===== src/rtl/clkph_pkg.sv =====
// Shared definitions for the multiphase clock generator.
//
// Contents:
//   CLKPH_NPH / CLKPH_M / CLKPH_DIV_W  default phase count, ring width, prescaler width
//   ring_t, sel_t                      ring-state and phase-select types at the defaults
//   RING_ZERO                          all-zero ring state (parked / frame state)
//   ring_legal()                       true when a ring state is one of the 2*M Johnson codes
package clkph_pkg;

    localparam int CLKPH_NPH   = 8;
    localparam int CLKPH_M     = CLKPH_NPH / 2;
    localparam int CLKPH_DIV_W = 8;

    // Widest ring the legality check handles; narrower rings are zero-extended.
    localparam int RING_MAX_W  = 32;

    typedef logic [CLKPH_M-1:0]           ring_t;
    typedef logic [$clog2(CLKPH_NPH)-1:0] sel_t;

    localparam logic [RING_MAX_W-1:0] RING_ZERO = '0;

    // A Johnson code has at most one place where adjacent bits differ.
    // Only bits [m-1:0] of r are examined.
    function automatic logic ring_legal(input logic [RING_MAX_W-1:0] r, input int m);
        int edges;
        edges = 0;
        for (int i = 0; i < RING_MAX_W - 1; i++) begin
            if ((i + 1 < m) && (r[i] != r[i+1])) begin
                edges++;
            end
        end
        return (edges <= 1);
    endfunction

endpackage


===== src/rtl/johnson_ring.sv =====
// Johnson (twisted-ring) counter of M flops: 2*M states, one bit changes per step.
//
// Ports:
//   clk     in  1   clock, rising edge
//   rst_n   in  1   synchronous reset, active low; clears the ring to all zeros
//   step_i  in  1   advance one state
//   clr_i   in  1   force the ring to all zeros (has priority over step_i)
//   q_o     out M   ring state
module johnson_ring #(
    parameter int M = 4
) (
    input  logic         clk,
    input  logic         rst_n,
    input  logic         step_i,
    input  logic         clr_i,
    output logic [M-1:0] q_o
);

    logic [M-1:0] q;

    always_ff @(posedge clk) begin
        if (!rst_n) begin
            q <= '0;
        end else if (clr_i) begin
            q <= '0;
        end else if (step_i) begin
            q <= {q[M-2:0], ~q[M-1]};
        end
    end

    assign q_o = q;

endmodule


===== src/rtl/multiphase_clk_gen.sv =====
// N-phase divided-clock generator. An M = NPH/2 bit Johnson ring gives NPH
// 50%-duty phases spaced 360/NPH degrees apart; the ring advances once every
// div+1 clocks, so each phase has a period of NPH*(div+1) clocks.
//
// Ports:
//   clk        in  1          clock, rising edge
//   rst_n      in  1          synchronous reset, active low
//   en_i       in  1          run request (level)
//   div_i      in  DIV_W      prescale value, taken at start and at each frame
//   sel_i      in  SEL_W      phase routed to clk_sel_o, taken at start and at each frame
//   ph_o       out NPH        all phases; ph_o[k]=j[k], ph_o[k+M]=~j[k]
//   clk_sel_o  out 1          registered selected phase, aligned with ph_o
//   frame_o    out 1          one-cycle pulse after the ring steps into state 0
//   running_o  out 1          generator active
//   err_o      out 1          one-cycle pulse when an illegal ring state was corrected
//
// Build option: define CLKPH_SELF_CORRECT_EN to enable the illegal-state
// check; without it err_o is tied low and illegal states recirculate.
module multiphase_clk_gen
    import clkph_pkg::*;
#(
    parameter int NPH   = CLKPH_NPH,
    parameter int DIV_W = CLKPH_DIV_W
) (
    input  logic                   clk,
    input  logic                   rst_n,
    input  logic                   en_i,
    input  logic [DIV_W-1:0]       div_i,
    input  logic [$clog2(NPH)-1:0] sel_i,
    output logic [NPH-1:0]         ph_o,
    output logic                   clk_sel_o,
    output logic                   frame_o,
    output logic                   running_o,
    output logic                   err_o
);

    localparam int M     = NPH / 2;
    localparam int SEL_W = $clog2(NPH);
    localparam logic [M-1:0] RING_LAST = {1'b1, {(M-1){1'b0}}};

    // IDLE: parked at state 0. RUN: stepping with en_i high.
    // DRAIN: en_i dropped, finishing the current period before parking.
    typedef enum logic [1:0] {ST_IDLE, ST_RUN, ST_DRAIN} run_state_t;

    run_state_t       state, state_next;
    logic [M-1:0]     j, j_next;
    logic [DIV_W-1:0] pcnt, div_lat;
    logic [SEL_W-1:0] sel_lat, sel_in, sel_next;
    logic [NPH-1:0]   ph_next;
    logic             running, tick, at_zero, at_last;
    logic             step, wrap, stop, load, corr;

    johnson_ring #(.M(M)) u_ring (
        .clk    (clk),
        .rst_n  (rst_n),
        .step_i (step),
        .clr_i  (corr),
        .q_o    (j)
    );

    assign running = (state != ST_IDLE);
    assign tick    = (pcnt == div_lat);
    assign at_zero = (j == RING_ZERO[M-1:0]);
    assign at_last = (j == RING_LAST);

`ifdef CLKPH_SELF_CORRECT_EN
    assign corr = !ring_legal(RING_MAX_W'(j), M);
`else
    assign corr = 1'b0;
`endif

    // Parked at state 0 with en_i low: hold there instead of starting a new period.
    assign step = running & tick & ~corr & ~(~en_i & at_zero);
    assign wrap = step & at_last;
    assign stop = running & ~en_i & (at_zero | wrap);
    // Divider and select only change between periods, so no runt pulses.
    assign load = ~running | wrap;

    // Out-of-range selects (non-power-of-2 NPH) fall back to phase 0.
    assign sel_in   = ({1'b0, sel_i} < (SEL_W+1)'(NPH)) ? sel_i : '0;
    assign sel_next = load ? sel_in : sel_lat;

    always_comb begin
        j_next = j;
        if (corr) begin
            j_next = '0;
        end else if (step) begin
            j_next = {j[M-2:0], ~j[M-1]};
        end
    end

    assign ph_next = {~j_next, j_next};
    assign ph_o    = {~j, j};

    always_comb begin
        state_next = state;
        // A correction cycle leaves the run state alone.
        if (!corr) begin
            case (state)
                ST_IDLE:  if (en_i) state_next = ST_RUN;
                ST_RUN:   if (stop) state_next = ST_IDLE;
                          else if (!en_i) state_next = ST_DRAIN;
                ST_DRAIN: if (stop) state_next = ST_IDLE;
                          else if (en_i) state_next = ST_RUN;
                default:  state_next = ST_IDLE;
            endcase
        end
    end

    always_ff @(posedge clk) begin
        if (!rst_n) begin
            state     <= ST_IDLE;
            pcnt      <= '0;
            div_lat   <= '0;
            sel_lat   <= '0;
            frame_o   <= 1'b0;
            clk_sel_o <= 1'b0;
        end else begin
            state <= state_next;
            if (corr || !running || tick) begin
                pcnt <= '0;
            end else begin
                pcnt <= pcnt + DIV_W'(1);
            end
            if (load) begin
                div_lat <= div_i;
                sel_lat <= sel_in;
            end
            frame_o   <= wrap;
            clk_sel_o <= ph_next[sel_next];
        end
    end

    assign running_o = running;

`ifdef CLKPH_SELF_CORRECT_EN
    logic err_q;
    always_ff @(posedge clk) begin
        if (!rst_n) begin
            err_q <= 1'b0;
        end else begin
            err_q <= corr;
        end
    end
    assign err_o = err_q;
`else
    assign err_o = 1'b0;
`endif

endmodule

===== config.mk =====
export PLATFORM = sky130hd
export DESIGN_NAME = multiphase_clk_gen
export DESIGN_NICKNAME = d
export VERILOG_FILES = /design/src/rtl/clkph_pkg.sv /design/src/rtl/johnson_ring.sv /design/src/rtl/multiphase_clk_gen.sv
export SDC_FILE = /design/constraint.sdc
export NUM_CORES = 1
export LEC_CHECK = 0
export ABC_AREA = 0
export CORE_MARGIN = 5
export CORE_UTILIZATION = 48
export CTS_BUF_LIST = sky130_fd_sc_hd__clkbuf_4 sky130_fd_sc_hd__clkbuf_8
export DETAILED_ROUTE_END_ITERATION = 10
export PLACE_DENSITY = 0.88
export SLEW_MARGIN = 15
export SYNTH_ARGS = -nofsm -noshare
export SYNTH_HDL_FRONTEND = slang
export SYNTH_HIERARCHICAL = 1
export SYNTH_SLANG_ARGS = --single-unit

===== constraint.sdc =====
create_clock -name clk -period 2.35 [get_ports clk]
set_clock_uncertainty 0.2 [all_clocks]
set_input_delay 0.47 -clock clk [delete_from_list [all_inputs] [get_ports clk]]
set_output_delay 0.47 -clock clk [all_outputs]
set_load 0.03 [all_outputs]

==> reports/qor.yml <==
logic_synthesis:
  ys_seq_elements: 27
  synthCells: 143
  synth_enable_flop_cells: 0
  synth.area.top_cells: "dfxtp_1 39%, mux2i_1 11%, xnor2_1 7.7%"
  synth_top_area_cell: "dfxtp_1"
  synth-main-ff-cell: "dfxtp_1"
  netlist_area_sq_um: 1370
  synth_area_per_cell_sq_um: 9.58
  ys_types: 39
  ys_seq_area_share_pct: 39.5
  ys_warn_count: 6
  synth_top_area_share_pct: 39.5
  async_flop_share_pct: 0
worst_setup_path:
  crit_path_max_incr_delay_ns: 0.55
  crit_chain: "xnor2_1, nand4_2, nor2_4, nand2_1, or4b_1, o2111ai_2, mux2_4"
  regToRegEndpoint: "clk_sel_o"
  crit_path_start_kind: "flop"
  crit_family: "simple AND/OR/NAND/NOR gates"
  crit_type: "flop to flop"
  r2r_slack_ns: 0.02
  arrival_ns: 2.39
  startpoint: "div_lat[7]"
  endpoint_kind: "flop"
  rr_worst_depth: 7
  rr_startpoint: "div_lat[7]"
  cp_max_fo: 5
  worstPathRequired_ns: 2.41
  critPathBufInv: 0
  slowest_stage: "or4b_1"
grt:
  first_global_vias: 1183
  grt_pass1_wl_um: 5260
  grt_start_max_net_pins: 17
  grt_antenna_before_repair: 0
  grt_usage_pct: 16.5
  overflow: 0
drt:
  wl_per_cell_um: 15.0
  viasPerCell: 5.37
  dr.first_iter.drc_count: 21
  vias: 1170
  drc_errors: 0
  routed_wl_um: 3260
  drtAntennaViolNets: 0
  first_pass_iters: 4
layout:
  fin_util_pct: 66.3
  layout.cells.most_common: "clkdlybuf4s50_1"
  seqCellArea_sq_um: 549
  nFillCells: 204
  mostFrequentLayoutCells: "24 x clkdlybuf4s50_1, 20 x dfxtp_1, 19 x buf_4, 16 x nor2_1, 15 x mux2i_1"
  diodes: 0
  drive_gt1_share_pct: 24.1
  syn2layout_area_growth_pct: 33.4
  num-nets-final: 203
  multi_input_area_sq_um: 805
  design_area_sq_um: 1830
power:
  ir_drop_uv: 417
  power_density_nw_per_um2: 469
  leakage_uw: 0.000750
  switching_share_pct: 27.7
  p_int_uw: 620
  p_switching_uw: 237
  combPwrFrac_pct: 17.7
  seqPwrFrac_pct: 56.8
  pwr-share-clk_pct: 25.5
clocking:
  cts_tree: "yes"
  cts.clk_slew.worst_paths_ns: 0.16
  insertion_delay_ns: 0.34
  clockBufferDepth: 2
  htree_levels: 1
  cts-root-buf: "clkbuf_4"
  numCtsBuffers: 3
  cts_sinks: 27
run_status:
  status: "completed"
floorplan:
  floorplan.die_area_sq_um: 4020
  die_h_um: 63.4
  start_util_pct: 49.7
  fp-row-count: 19
  ioPinCount: 26
  die_width_um: 63.4
  core_sq_um: 2760
placed_design:
  numPortBuffers: 24
  dp_hpwl_um: 2410
  placed_area_sq_um: 1750
  finalWeightedCongestion: 0.953
hold_path:
  hp-start: "pcnt[0]"
  hp-class: "flop to flop"
  hold_path_end: "pcnt[0]"
  hold_depth: 1
sta:
  setup-violations-final: 0
  grt_setup_unrepaired: "true"
  final-max-slew-violation-count: 0
  clock.fmax_ghz: 0.428
  fin_crit_sh_pct: 99.4
  hold_viol: 0
  post-route-min-period_ns: 2.33
run:
  maxCapViolCount: 0
## power groups by stage
| stage | logic [uW] | registers (uW) | clock network, uW |
|---|---|---|---|
| after detailed placement | 140 | 496 | 0 |
| after floorplan | 79.7 | 495 | 0 |
| after global routing | 162 | 489 | 246 |
| final | 152 | 487 | 218 |
| after CTS | 147 | 486 | 221 |
| after global placement | 134 | 494 | 0 |
## worst max-delay path by stage
| stage | endpoint | slack, ns | depth (start not counted) |
|---|---|---|---|
| finish | clk_sel_o | 0.02 | 7 |
| global route | clk_sel_o | -0.03 | 7 |
| global placement | clk_sel_o | -0.18 | 7 |
| CTS | clk_sel_o | 0.009 | 7 |
| floorplan | clk_sel_o | 0.002 | 7 |
| detailed placement | clk_sel_o | -0.19 | 7 |
## metal layers
metal / up-vias / wire length [um] / track usage [%] / part of all wire (%)
met5: - / 0 / 0 / 0
met3: 12 / 126 / 3.55 / 3.9
met1: 547 / 1330 / 17.7 / 41
met2: 34 / 1690 / 28.7 / 52
met4: 0 / 105 / 10.6 / 3.2
li1: 577 / - / - / -
## timing repair
action                     in CTS  in global routing
gates cloned                    0                  0
hold buffers                    0                  0
setup endpoints to repair       1                  3
pin swaps                       1                  4
hold endpoints to repair        0                  0
gates resized for setup         0                 10
setup buffers                   3                  0
## synthesized netlist by cell type, types with 2 or more instances
master / n
xor2_1: 3
mux2i_1: 15
nor2b_1: 10
o21a_1: 2
xnor2_1: 12
buf_4: 3
nand2_1: 6
nor2_4: 2
a211o_1: 2
nand2b_1: 3
nand4_2: 2
and3_1: 4
o21ai_0: 5
dfxtp_1: 27
nand3_1: 4
inv_1: 5
nor2_1: 16
## registers in the layout (all words and copies together) (netlist names)
signal / flops
state: 2
pcnt: 8
div_lat: 8
clk_sel_o: 1
sel_lat: 3
u_ring/q_o: 4
frame_o: 1
## stage by stage
step | cells | TNS (ns) | hold WS (ns) | worst slack (ns) | power (uW)
final | 218 | 0 | 0.266 | 0.0152 | 857
after detailed placement | 211 | -0.194 | 0.280 | -0.194 | 636
after CTS | 218 | 0 | 0.313 | 0.00909 | 854
after floorplan | 144 | 0 | 0.237 | 0.00233 | 575
after global placement | 211 | -0.179 | 0.249 | -0.179 | 628
after global routing | 218 | -0.0320 | 0.300 | -0.0320 | 897
## area by class of cell
class / instances / area share (%)
inverters: 6 / 1.23
clock buffers: 3 / 1.23
multi-input cells: 107 / 44.0
flip-flops and latches: 27 / 30.0
repair buffers: 43 / 20.9
clock inverters: 1 / 0.411
well taps: 31 / 2.12
## logic make-up after synthesis
logic type / count (synthesis) / share of synthesized area, %
AOI/OAI and AO/OA: 18 / 10.4
xor gates and xnor gates: 15 / 9.59
adders and majority gates: 1 / 0.913
buffers and inverters: 10 / 3.56
DFF: 27 / 39.5
muxes: 16 / 12.1
other: 1 / 0.274
and+or+nand+nor: 55 / 23.7
## worst reg2reg max path, stage by stage (launching register included)
cell	delay, ns
dfxtp_1	0.35
xnor2_1	0.19
nand4_2	0.21
nor2_4	0.21
nand2_1	0.12
or4b_1	0.55
o2111ai_2	0.11
mux2_4	0.31
Power figures use the tool's default switching activity.
